<file path="config.mk">
export PLATFORM = sky130hd
export DESIGN_NAME = led_pattern_ctrl
export DESIGN_NICKNAME = d
export VERILOG_FILES = /design/src/rtl/led_ctrl_pkg.sv /design/src/rtl/led_chan.sv /design/src/rtl/led_pattern_ctrl.sv
export SDC_FILE = /design/constraint.sdc
export NUM_CORES = 1
export LEC_CHECK = 0
export CAP_MARGIN = 10
export CORE_ASPECT_RATIO = 0.5
export CORE_MARGIN = 10
export CORE_UTILIZATION = 66
export CTS_CLUSTER_DIAMETER = 200
export DETAILED_ROUTE_END_ITERATION = 12
export GPL_TIMING_DRIVEN = 0
export PLACE_DENSITY = 0.9
export SLEW_MARGIN = 10
export SYNTH_ARGS = -nofsm -noshare
export SYNTH_HDL_FRONTEND = slang
export SYNTH_SLANG_ARGS = --single-unit
</file>
<file path="constraint.sdc">
create_clock -name CLK -period 3.8 [get_ports CLK]
set_input_delay 0.76 -clock CLK [delete_from_list [all_inputs] [get_ports CLK]]
set_output_delay 0.76 -clock CLK [all_outputs]
set_load 0.005 [all_outputs]
</file>
<file path="src/rtl/led_ctrl_pkg.sv">
// Shared mode encoding for the LED pattern controller.
package led_ctrl_pkg;

  typedef enum logic [1:0] {
    MODE_OFF   = 2'd0,
    MODE_ON    = 2'd1,
    MODE_BLINK = 2'd2,
    MODE_BURST = 2'd3
  } mode_e;

  function automatic logic mode_runs(mode_e m);
    return (m == MODE_BLINK) || (m == MODE_BURST);
  endfunction

endpackage

</file>
<file path="src/rtl/led_chan.sv">
// One LED channel: mode, phase and burst counters, lit/busy flags, registered LED.
// Optional per-channel duty gating when LED_PWM_EN is defined.
module led_chan
  import led_ctrl_pkg::*;
#(
  parameter int HALF_W  = 10,
  parameter int BURST_W = 4
`ifdef LED_PWM_EN
  ,
  parameter int PWM_W   = 4
`endif
) (
  input  logic               clk_i,
  input  logic               rst_i,
  input  logic               tick_i,
  input  logic               we_i,
  input  mode_e              mode_i,
  input  logic [HALF_W-1:0]  half_i,
  input  logic [BURST_W-1:0] count_i,
`ifdef LED_PWM_EN
  input  logic [PWM_W-1:0]   duty_i,
  input  logic [PWM_W-1:0]   pwm_i,
`endif
  output logic               led_o,
  output logic               busy_o
);

  localparam logic [HALF_W-1:0]  HALF_ONE  = HALF_W'(1);
  localparam logic [BURST_W-1:0] BURST_ONE = BURST_W'(1);

  mode_e              mode_q, mode_d;
  logic [HALF_W-1:0]  half_q, half_d;
  logic [HALF_W-1:0]  phase_q, phase_d;
  logic [BURST_W-1:0] count_q, count_d;
  logic [BURST_W-1:0] falls_q, falls_d;
  logic               lit_q, lit_d;
  logic               busy_q, busy_d;
  logic               led_q, led_d;
`ifdef LED_PWM_EN
  logic [PWM_W-1:0]   duty_q, duty_d;
`endif

  always_ff @(posedge clk_i) begin
    if (rst_i) begin
      mode_q  <= MODE_OFF;
      half_q  <= HALF_ONE;
      phase_q <= '0;
      count_q <= '0;
      falls_q <= '0;
      lit_q   <= 1'b0;
      busy_q  <= 1'b0;
      led_q   <= 1'b0;
`ifdef LED_PWM_EN
      duty_q  <= '1;
`endif
    end else begin
      mode_q  <= mode_d;
      half_q  <= half_d;
      phase_q <= phase_d;
      count_q <= count_d;
      falls_q <= falls_d;
      lit_q   <= lit_d;
      busy_q  <= busy_d;
      led_q   <= led_d;
`ifdef LED_PWM_EN
      duty_q  <= duty_d;
`endif
    end
  end

  always_comb begin
    mode_d  = mode_q;
    half_d  = half_q;
    phase_d = phase_q;
    count_d = count_q;
    falls_d = falls_q;
    lit_d   = lit_q;
    busy_d  = busy_q;
`ifdef LED_PWM_EN
    duty_d  = duty_q;
`endif

    // A write takes priority over a coincident tick; that tick is dropped.
    if (we_i) begin
      mode_d  = mode_i;
      half_d  = (half_i == '0) ? HALF_ONE : half_i;
      count_d = count_i;
      phase_d = '0;
      falls_d = '0;
      lit_d   = (mode_i == MODE_ON);
      busy_d  = 1'b0;
`ifdef LED_PWM_EN
      duty_d  = duty_i;
`endif
      if (mode_i == MODE_BURST) begin
        if (count_i == '0) mode_d = MODE_OFF;
        else               busy_d = 1'b1;
      end
    end else if (tick_i && mode_runs(mode_q)) begin
      if (phase_q == half_q - HALF_ONE) begin
        phase_d = '0;
        lit_d   = ~lit_q;
        if (mode_q == MODE_BURST && lit_q) begin
          falls_d = falls_q + BURST_ONE;
          if (falls_q == count_q - BURST_ONE) begin
            mode_d = MODE_OFF;
            busy_d = 1'b0;
          end
        end
      end else begin
        phase_d = phase_q + HALF_ONE;
      end
    end

`ifdef LED_PWM_EN
    led_d = lit_q & ((&duty_q) | (pwm_i < duty_q));
`else
    led_d = lit_q;
`endif
  end

  assign led_o  = led_q;
  assign busy_o = busy_q;

endmodule

</file>
<file path="src/rtl/led_pattern_ctrl.sv">
// Multi-channel LED pattern generator: shared tick prescaler, config write decode,
// NCH led_chan instances. Optional PWM brightness when LED_PWM_EN is defined.
module led_pattern_ctrl
  import led_ctrl_pkg::*;
#(
  parameter int NCH      = 4,
  parameter int PRESCALE = 27000,
  parameter int HALF_W   = 10,
  parameter int BURST_W  = 4,
`ifdef LED_PWM_EN
  parameter int PWM_W    = 4,
`endif
  localparam int CH_W    = (NCH > 1) ? $clog2(NCH) : 1
) (
  input  logic               CLK,
  input  logic               RESET,
  input  logic               iCfgValid,
  input  logic [CH_W-1:0]    iCfgCh,
  input  logic [1:0]         iCfgMode,
  input  logic [HALF_W-1:0]  iCfgHalf,
  input  logic [BURST_W-1:0] iCfgCount,
`ifdef LED_PWM_EN
  input  logic [PWM_W-1:0]   iCfgDuty,
`endif
  output logic               oCfgReady,
  output logic [NCH-1:0]     oLED,
  output logic [NCH-1:0]     oBusy
);

  localparam int PRE_W = (PRESCALE > 1) ? $clog2(PRESCALE) : 1;

  logic [PRE_W-1:0] pre_q, pre_d;
  logic             ready_q;
  logic             tick;
  logic             cfg_acc;
`ifdef LED_PWM_EN
  logic [PWM_W-1:0] pwm_q, pwm_d;
`endif

  assign tick    = (pre_q == PRE_W'(PRESCALE - 1));
  assign pre_d   = tick ? '0 : pre_q + PRE_W'(1);
  assign cfg_acc = iCfgValid & ready_q;
`ifdef LED_PWM_EN
  assign pwm_d   = pwm_q + PWM_W'(1);
`endif

  always_ff @(posedge CLK) begin
    if (RESET) begin
      pre_q   <= '0;
      ready_q <= 1'b0;
`ifdef LED_PWM_EN
      pwm_q   <= '0;
`endif
    end else begin
      pre_q   <= pre_d;
      ready_q <= 1'b1;
`ifdef LED_PWM_EN
      pwm_q   <= pwm_d;
`endif
    end
  end

  assign oCfgReady = ready_q;

  // Channel numbers with no matching instance decode to nothing, so they are ignored.
  for (genvar g = 0; g < NCH; g++) begin : g_chan
    logic we;
    assign we = cfg_acc && (iCfgCh == CH_W'(g));

    led_chan #(
      .HALF_W  (HALF_W),
      .BURST_W (BURST_W)
`ifdef LED_PWM_EN
      ,
      .PWM_W   (PWM_W)
`endif
    ) u_chan (
      .clk_i   (CLK),
      .rst_i   (RESET),
      .tick_i  (tick),
      .we_i    (we),
      .mode_i  (mode_e'(iCfgMode)),
      .half_i  (iCfgHalf),
      .count_i (iCfgCount),
`ifdef LED_PWM_EN
      .duty_i  (iCfgDuty),
      .pwm_i   (pwm_q),
`endif
      .led_o   (oLED[g]),
      .busy_o  (oBusy[g])
    );
  end

endmodule

</file>
==> results_dict.tcl, run 1 <==
set metrics [dict create \
    min_delay_path_depth 1 \
    clkPwrFrac_pct 49.3 \
    ys_top_cells_by_count "nand2_1, dfxtp_1, nor2_1" \
    numCtsBuffers 17 \
    crit_start "pre_q[0]" \
    avgSynthCellArea_um2 8.19 \
    critical_path_depth 6 \
    p_per_area_nw_per_um2 407 \
    p_sw_mw 0.891 \
    grt_pass1_wl_um 34500 \
    fin_tns_setup_ns 0 \
    worstMarginPinSlew_ns 1.10 \
    clock_sinks 148 \
    clk_pin_slew_ns 0.06 \
    cts-root-buf "clkbuf_16" \
    syn_inst 964 \
    swShare_pct 24.3 \
    htree_levels 4 \
    ys_types 73 \
    die_w_um 175 \
    fin_crit_sh_pct 82.1 \
    ioPinCount 30 \
    rr_startpoint "pre_q[0]" \
    hold_path.class "reg -> reg" \
    dp_hpwl_um 14400 \
    cp_num_buf_inv 0 \
    cp_slowest_cell "nor4_1" \
    r2r_cells 6 \
    synth.top_cell.area_share_pct 37.5 \
    first_global_vias 7168 \
    yosysTopAreaCell "dfxtp_1" \
    dieHeight_um 97.4 \
    synthArstFlopShare_pct 0 \
    rows 28 \
    slew_headroom_pct 25.8 \
    fill_cells 795 \
    drv_cap 0 \
    clock_latency_ns 0.44 \
    grt_max_degree 17 \
    drtIter0Drc 850 \
    hold_slack_ns 0.472 \
    hold_viol 0 \
    worst-endpoint-arrival_ns 3.42 \
    power_mw 3.66 \
    setup_viol 0 \
    gr-total-overflow 0 \
    ir_drop_v 0.000318 \
    pwr-share-seq_pct 43.8 \
    reg2reg_slack_ns 0.68 \
    period_needed_ns 3.12 \
    clockBufferDepth 2 \
    ys_seq_elements 148 \
    cts_resized 0 \
    viasPerCell 6.24 \
    drc 0 \
    worst_path_largest_cell_delay_ns 0.93 \
    wl_um 21300 \
    timing.rr.end "g_chan[3].u_chan.phase_q[1]" \
    holdBufCountCts 0 \
    cp_cell_sequence "ha_1 > nand2_1 > nor4_1 > o2111ai_2 > o21ai_1 > nor2_1" \
    crit_type "reg -> reg" \
    portBuffers 27 \
    min_to "pre_q[0]" \
    core_area_um2 11800 \
    critPathMaxFanout 10 \
    drt_first_pass_iters 5 \
    worstHoldStart "pre_q[0]" \
    path_delay_family "compound AO/OA/AOI/OAI gates" \
    vias 7412 \
    p_leak_nw 3.17 \
    grt_usage_pct 24.3 \
    initial_core_util_pct 67.1 \
    antenna_left 0 \
    synth_edf_count 0 \
    yosysSeqAreaShare_pct 37.5 \
    yosysMostFrequentCell "nand2_1" \
    comb_power_share_pct 6.9 \
    power.internal_mw 2.77 \
    fmax_mhz 321 \
    antenna_found_initial 0 \
    syn_to_final_growth_pct 13.8 \
    final_layout_size_suffix_gt1_share_pct 7.53 \
    synth_fp_nets 1002 \
    cts_tree "built" \
    yosys_warnings 0 \
    antenna_cells 0 \
    slew_violations 0 \
    rsz0062_at_grt "false" \
    finClkSkew_ns 0.0129 \
    crit_required_ns 4.10 \
    synth_top_cells_by_area "dfxtp_1, nand2_1, xnor2_1" \
    status "complete, no violations" \
    gp_congestion 0.885 \
    netlist_area_um2 7900 \
    cts_setup_buffers 0 \
    finalCoreUtilization_pct 76.4 \
    synthFlopType "dfxtp_1" \
    fin_nets 1048 \
    startpoint_type "flop" \
    endpoint_kind "flop" \
    die-area_um2 17000 \
    routedWlPerCell_um 18.0 \
]
stage by stage:
step / worst slack, ns / instances / area (um2)
6_report: 0.681 / 1188 / 8990
5_1_grt: 0.635 / 1188 / 8990
4_1_cts: 0.849 / 1188 / 8990
3_5_place_dp: 0.857 / 1156 / 8370
3_3_place_gp: 0.855 / 1156 / 8370
2_1_floorplan: 1.42 / 964 / 7900
registers in the layout (all words and copies together), names as in the netlist, 4 cells and up:
signal,count
g_chan.u_chan.half_q,40
g_chan.u_chan.phase_q,40
g_chan.u_chan.count_q,16
g_chan.u_chan.falls_q,16
pre_q,15
g_chan.u_chan.mode_q,8
g_chan.u_chan.busy_o,4
g_chan.u_chan.led_d,4
g_chan.u_chan.led_o,4
worst max-delay path by stage:
stage | slack, ns | end
CTS | 0.85 | g_chan[3].u_chan.phase_q[4]
finish | 0.68 | g_chan[3].u_chan.phase_q[1]
global route | 0.63 | g_chan[3].u_chan.phase_q[3]
floorplan | 1.42 | g_chan[3].u_chan.falls_q[3]
detailed placement | 0.86 | g_chan[3].u_chan.phase_q[4]
global placement | 0.85 | g_chan[1].u_chan.mode_q[0]
final cells by class:
class                   instances  area, um2  area share, %
plain buffers                  46        216           2.41
clock buffers                  19        433           4.81
clock inverters                13        184           2.05
inverters                      26       97.6           1.09
multi-input cells             744       4620           51.4
flip-flops and latches        148       2960           33.0
well taps                     165        206           2.30
repair buffers                 27        270           3.01
power by group through the flow:
stage                     logic (mW)  clock network (mW)  registers (mW)
after floorplan                0.159                   0            1.63
after global placement         0.233                   0            1.63
after detailed placement       0.242                   0            1.64
after CTS                      0.247                1.79            1.60
after global routing           0.272                1.86            1.60
final                          0.254                1.80            1.60
metal layers:
layer  part of all wire [%]  up-vias  GRT usage (%)
met5                      0        -              0
li1                       -     3459              -
met2                     48      356           40.7
met4                    4.2        0           12.6
met3                    8.6       80           4.77
met1                     40     3517           29.2
layout by cell type, fill, tap and decap left out, types with 5 or more instances in the layout:
cell type	n
buf_4	9
mux2i_1	12
or4_1	5
nand2b_1	6
clkbuf_1	31
nor4_1	13
and2_1	11
nand3_1	35
o2111ai_1	5
clkbuf_16	17
inv_1	26
dfxtp_1	148
o31ai_1	6
or3_1	12
and4_1	6
xnor2_1	67
nor2_1	74
or2_2	7
nand4_1	27
o21ai_0	12
nor3_2	5
nor3_1	36
a21oi_1	67
ha_1	17
nand2_1	164
nor2b_1	8
o211ai_1	7
nor3b_1	5
xor2_1	45
and3_1	17
clkdlybuf4s50_1	27
cell families after synthesis:
logic type               after synthesis  share of synthesized area, %
AND/OR/NAND/NOR                      457                          29.5
flip-flops                           148                          37.5
AO/OA/AOI/OAI                        143                          11.7
XOR/XNOR                             114                          13.0
buffers and inverters                 72                          3.98
adder cells (fa/ha/maj)               17                          2.69
multiplexers                          13                          1.66
No activity file was read; power rests on OpenSTA's default activity.
==> run 2, diff against run 1 <==
--- a/config.mk
+++ b/config.mk
@@ -8,11 +8,11 @@
 export CAP_MARGIN = 10
 export CORE_ASPECT_RATIO = 0.5
 export CORE_MARGIN = 10
-export CORE_UTILIZATION = 66
+export CORE_UTILIZATION = 61
 export CTS_CLUSTER_DIAMETER = 200
 export DETAILED_ROUTE_END_ITERATION = 12
 export GPL_TIMING_DRIVEN = 0
-export PLACE_DENSITY = 0.9
+export PLACE_DENSITY = 0.85
 export SLEW_MARGIN = 10
 export SYNTH_ARGS = -nofsm -noshare
 export SYNTH_HDL_FRONTEND = slang
==> constraint.sdc (replaced) <==
create_clock -name CLK -period 3.2 [get_ports CLK]
set_input_delay 0.64 -clock CLK [delete_from_list [all_inputs] [get_ports CLK]]
set_output_delay 0.64 -clock CLK [all_outputs]
set_load 0.005 [all_outputs]
==> results_dict.tcl, run 2 (synthesized netlist as in run 1, its figures left out) <==
set metrics [dict create \
    htree_levels 4 \
    setup_viol 0 \
    place_area_um2 8380 \
    top_regs "g_chan.u_chan.half_q (40), g_chan.u_chan.phase_q (40)" \
    clock_sinks 148 \
    fin_nets 1048 \
    fmax_mhz 347 \
    dp_hpwl_um 14300 \
    critPathMaxFanout 10 \
    p_per_area_nw_per_um2 444 \
    grt_max_degree 17 \
    drt_first_pass_iters 5 \
    numCtsBuffers 17 \
    clockBufferDepth 2 \
    ioPinCount 30 \
    worst-endpoint-arrival_ns 3.15 \
    layout.cells.most_common "nand2_1" \
    vias 7157 \
    stdcell_area_um2 8890 \
    die_w_um 181 \
    antenna_found_initial 0 \
    rsz0062_at_grt "false" \
    grt_usage_pct 21.9 \
    holdBufCountCts 0 \
    cts-root-buf "clkbuf_16" \
    viasPerCell 6.01 \
    cts_tree "built" \
    power_mw 3.95 \
    antenna_cells 0 \
    first_global_vias 6865 \
    final_layout_size_suffix_gt1_share_pct 7.25 \
    fin_crit_sh_pct 90.1 \
    clock_latency_ns 0.42 \
    initial_core_util_pct 62.4 \
    hold_path.class "reg -> reg" \
    status "complete, no violations" \
    crit_required_ns 3.47 \
    routedWlPerCell_um 17.1 \
    fin_tns_setup_ns 0 \
    rows 29 \
    gp_congestion 0.866 \
    startpoint_type "flop" \
    die-area_um2 18200 \
    ir_drop_v 0.000263 \
    portBuffers 27 \
    crit_type "reg -> reg" \
    drv_cap 0 \
    grt_pass1_wl_um 33400 \
    syn_to_final_growth_pct 12.5 \
    worstMarginPinSlew_ns 0.916 \
    drc 0 \
    gr-total-overflow 0 \
    hold_viol 0 \
    slew_headroom_pct 38.8 \
    endpoint_kind "flop" \
    clk_pin_slew_ns 0.06 \
    antenna_left 0 \
    p_leak_nw 3.13 \
    wl_um 20300 \
    core_area_um2 12700 \
    period_needed_ns 2.88 \
    dieHeight_um 100 \
    slew_violations 0 \
    finClkSkew_ns 0.00713 \
    drtIter0Drc 646 \
    final_cell_mix "nand2_1, dfxtp_1, nor2_1" \
]
run 2: changes by cell type in the layout (fill, tap and decap cells not counted), sizes merged:
cell and delta:
bufinv -4, clkinvlp -3, clkbuf +3, clkinv +1
run 2: area by class of cell:
class / count / area [um2]
multi-input combinational: 744 / 4630
fill: 976 / 3780
sequential: 148 / 2960
clock buffer: 22 / 464
timing repair buffer: 27 / 270
buffer: 46 / 216
tap: 170 / 213
inverter: 26 / 97.6
clock inverter: 7 / 35.0
run 2: critical path, cell delays in order (launching register included):
cell and delay [ns]:
dfxtp_1 0.29, buf_2 0.17, inv_1 0.07, ha_1 0.14
clkbuf_1 0.32, nor3b_1 0.29, and3b_1 0.20, a32o_1 0.17
o2111ai_2 0.26, o21ai_1 0.70, nor2_1 0.11
run 2: routing by layer:
metal | vias up | GRT usage [%] | wire length [um] | share of wire (%)
met5 | - | 0 | 0 | 0
li1 | 3463 | - | - | -
met4 | 0 | 9.52 | 702 | 3.5
met3 | 73 | 4.80 | 1520 | 7.4
met2 | 280 | 37.4 | 9530 | 47
met1 | 3341 | 26.4 | 8600 | 42
run 2: path summary, 6_finish.rpt:
path                         startpoint                          end  slack [ns]  depth (start not counted)
max          g_chan[3].u_chan.half_q[0]  g_chan[3].u_chan.phase_q[5]        0.32                         10
min          g_chan[3].u_chan.half_q[9]   g_chan[3].u_chan.half_q[9]        0.47                          2
max reg2reg  g_chan[3].u_chan.half_q[0]  g_chan[3].u_chan.phase_q[5]        0.32                         10
min reg2reg  g_chan[3].u_chan.half_q[9]   g_chan[3].u_chan.half_q[9]        0.47                          2
run 2: power by group:
part | switching, mW | internal, mW
clock | 0.737 | 1.01
combinational | 0.181 | 0.117
sequential | 0.0340 | 1.87
run 2: what timing repair did:
| action | in CTS | in global routing |
|---|---|---|
| buffers inserted | 0 | 0 |
| resized for setup | 0 | 1 |
| endpoints found under the setup margin | 0 | 10 |
run 2: stage by stage:
stage                     utilization (%)  cells  hold WS, ns  setup WS [ns]
after floorplan                         -    964        0.430          0.820
after global placement               66.2   1161        0.448          0.243
after detailed placement             66.2   1161        0.464          0.212
after CTS                            70.1   1190        0.472          0.203
after global routing                 70.2   1190        0.493         0.0280
final                                70.2   1190        0.472          0.317
==> run 3, diff against run 2 <==
--- a/config.mk
+++ b/config.mk
@@ -5,6 +5,7 @@
 export SDC_FILE = /design/constraint.sdc
 export NUM_CORES = 1
 export LEC_CHECK = 0
+export ABC_CLOCK_PERIOD_IN_PS = 3200
 export CAP_MARGIN = 10
 export CORE_ASPECT_RATIO = 0.5
 export CORE_MARGIN = 10
==> results of run 3 <==
No change in the layout: final DEF, timing and power equal those of run 2.
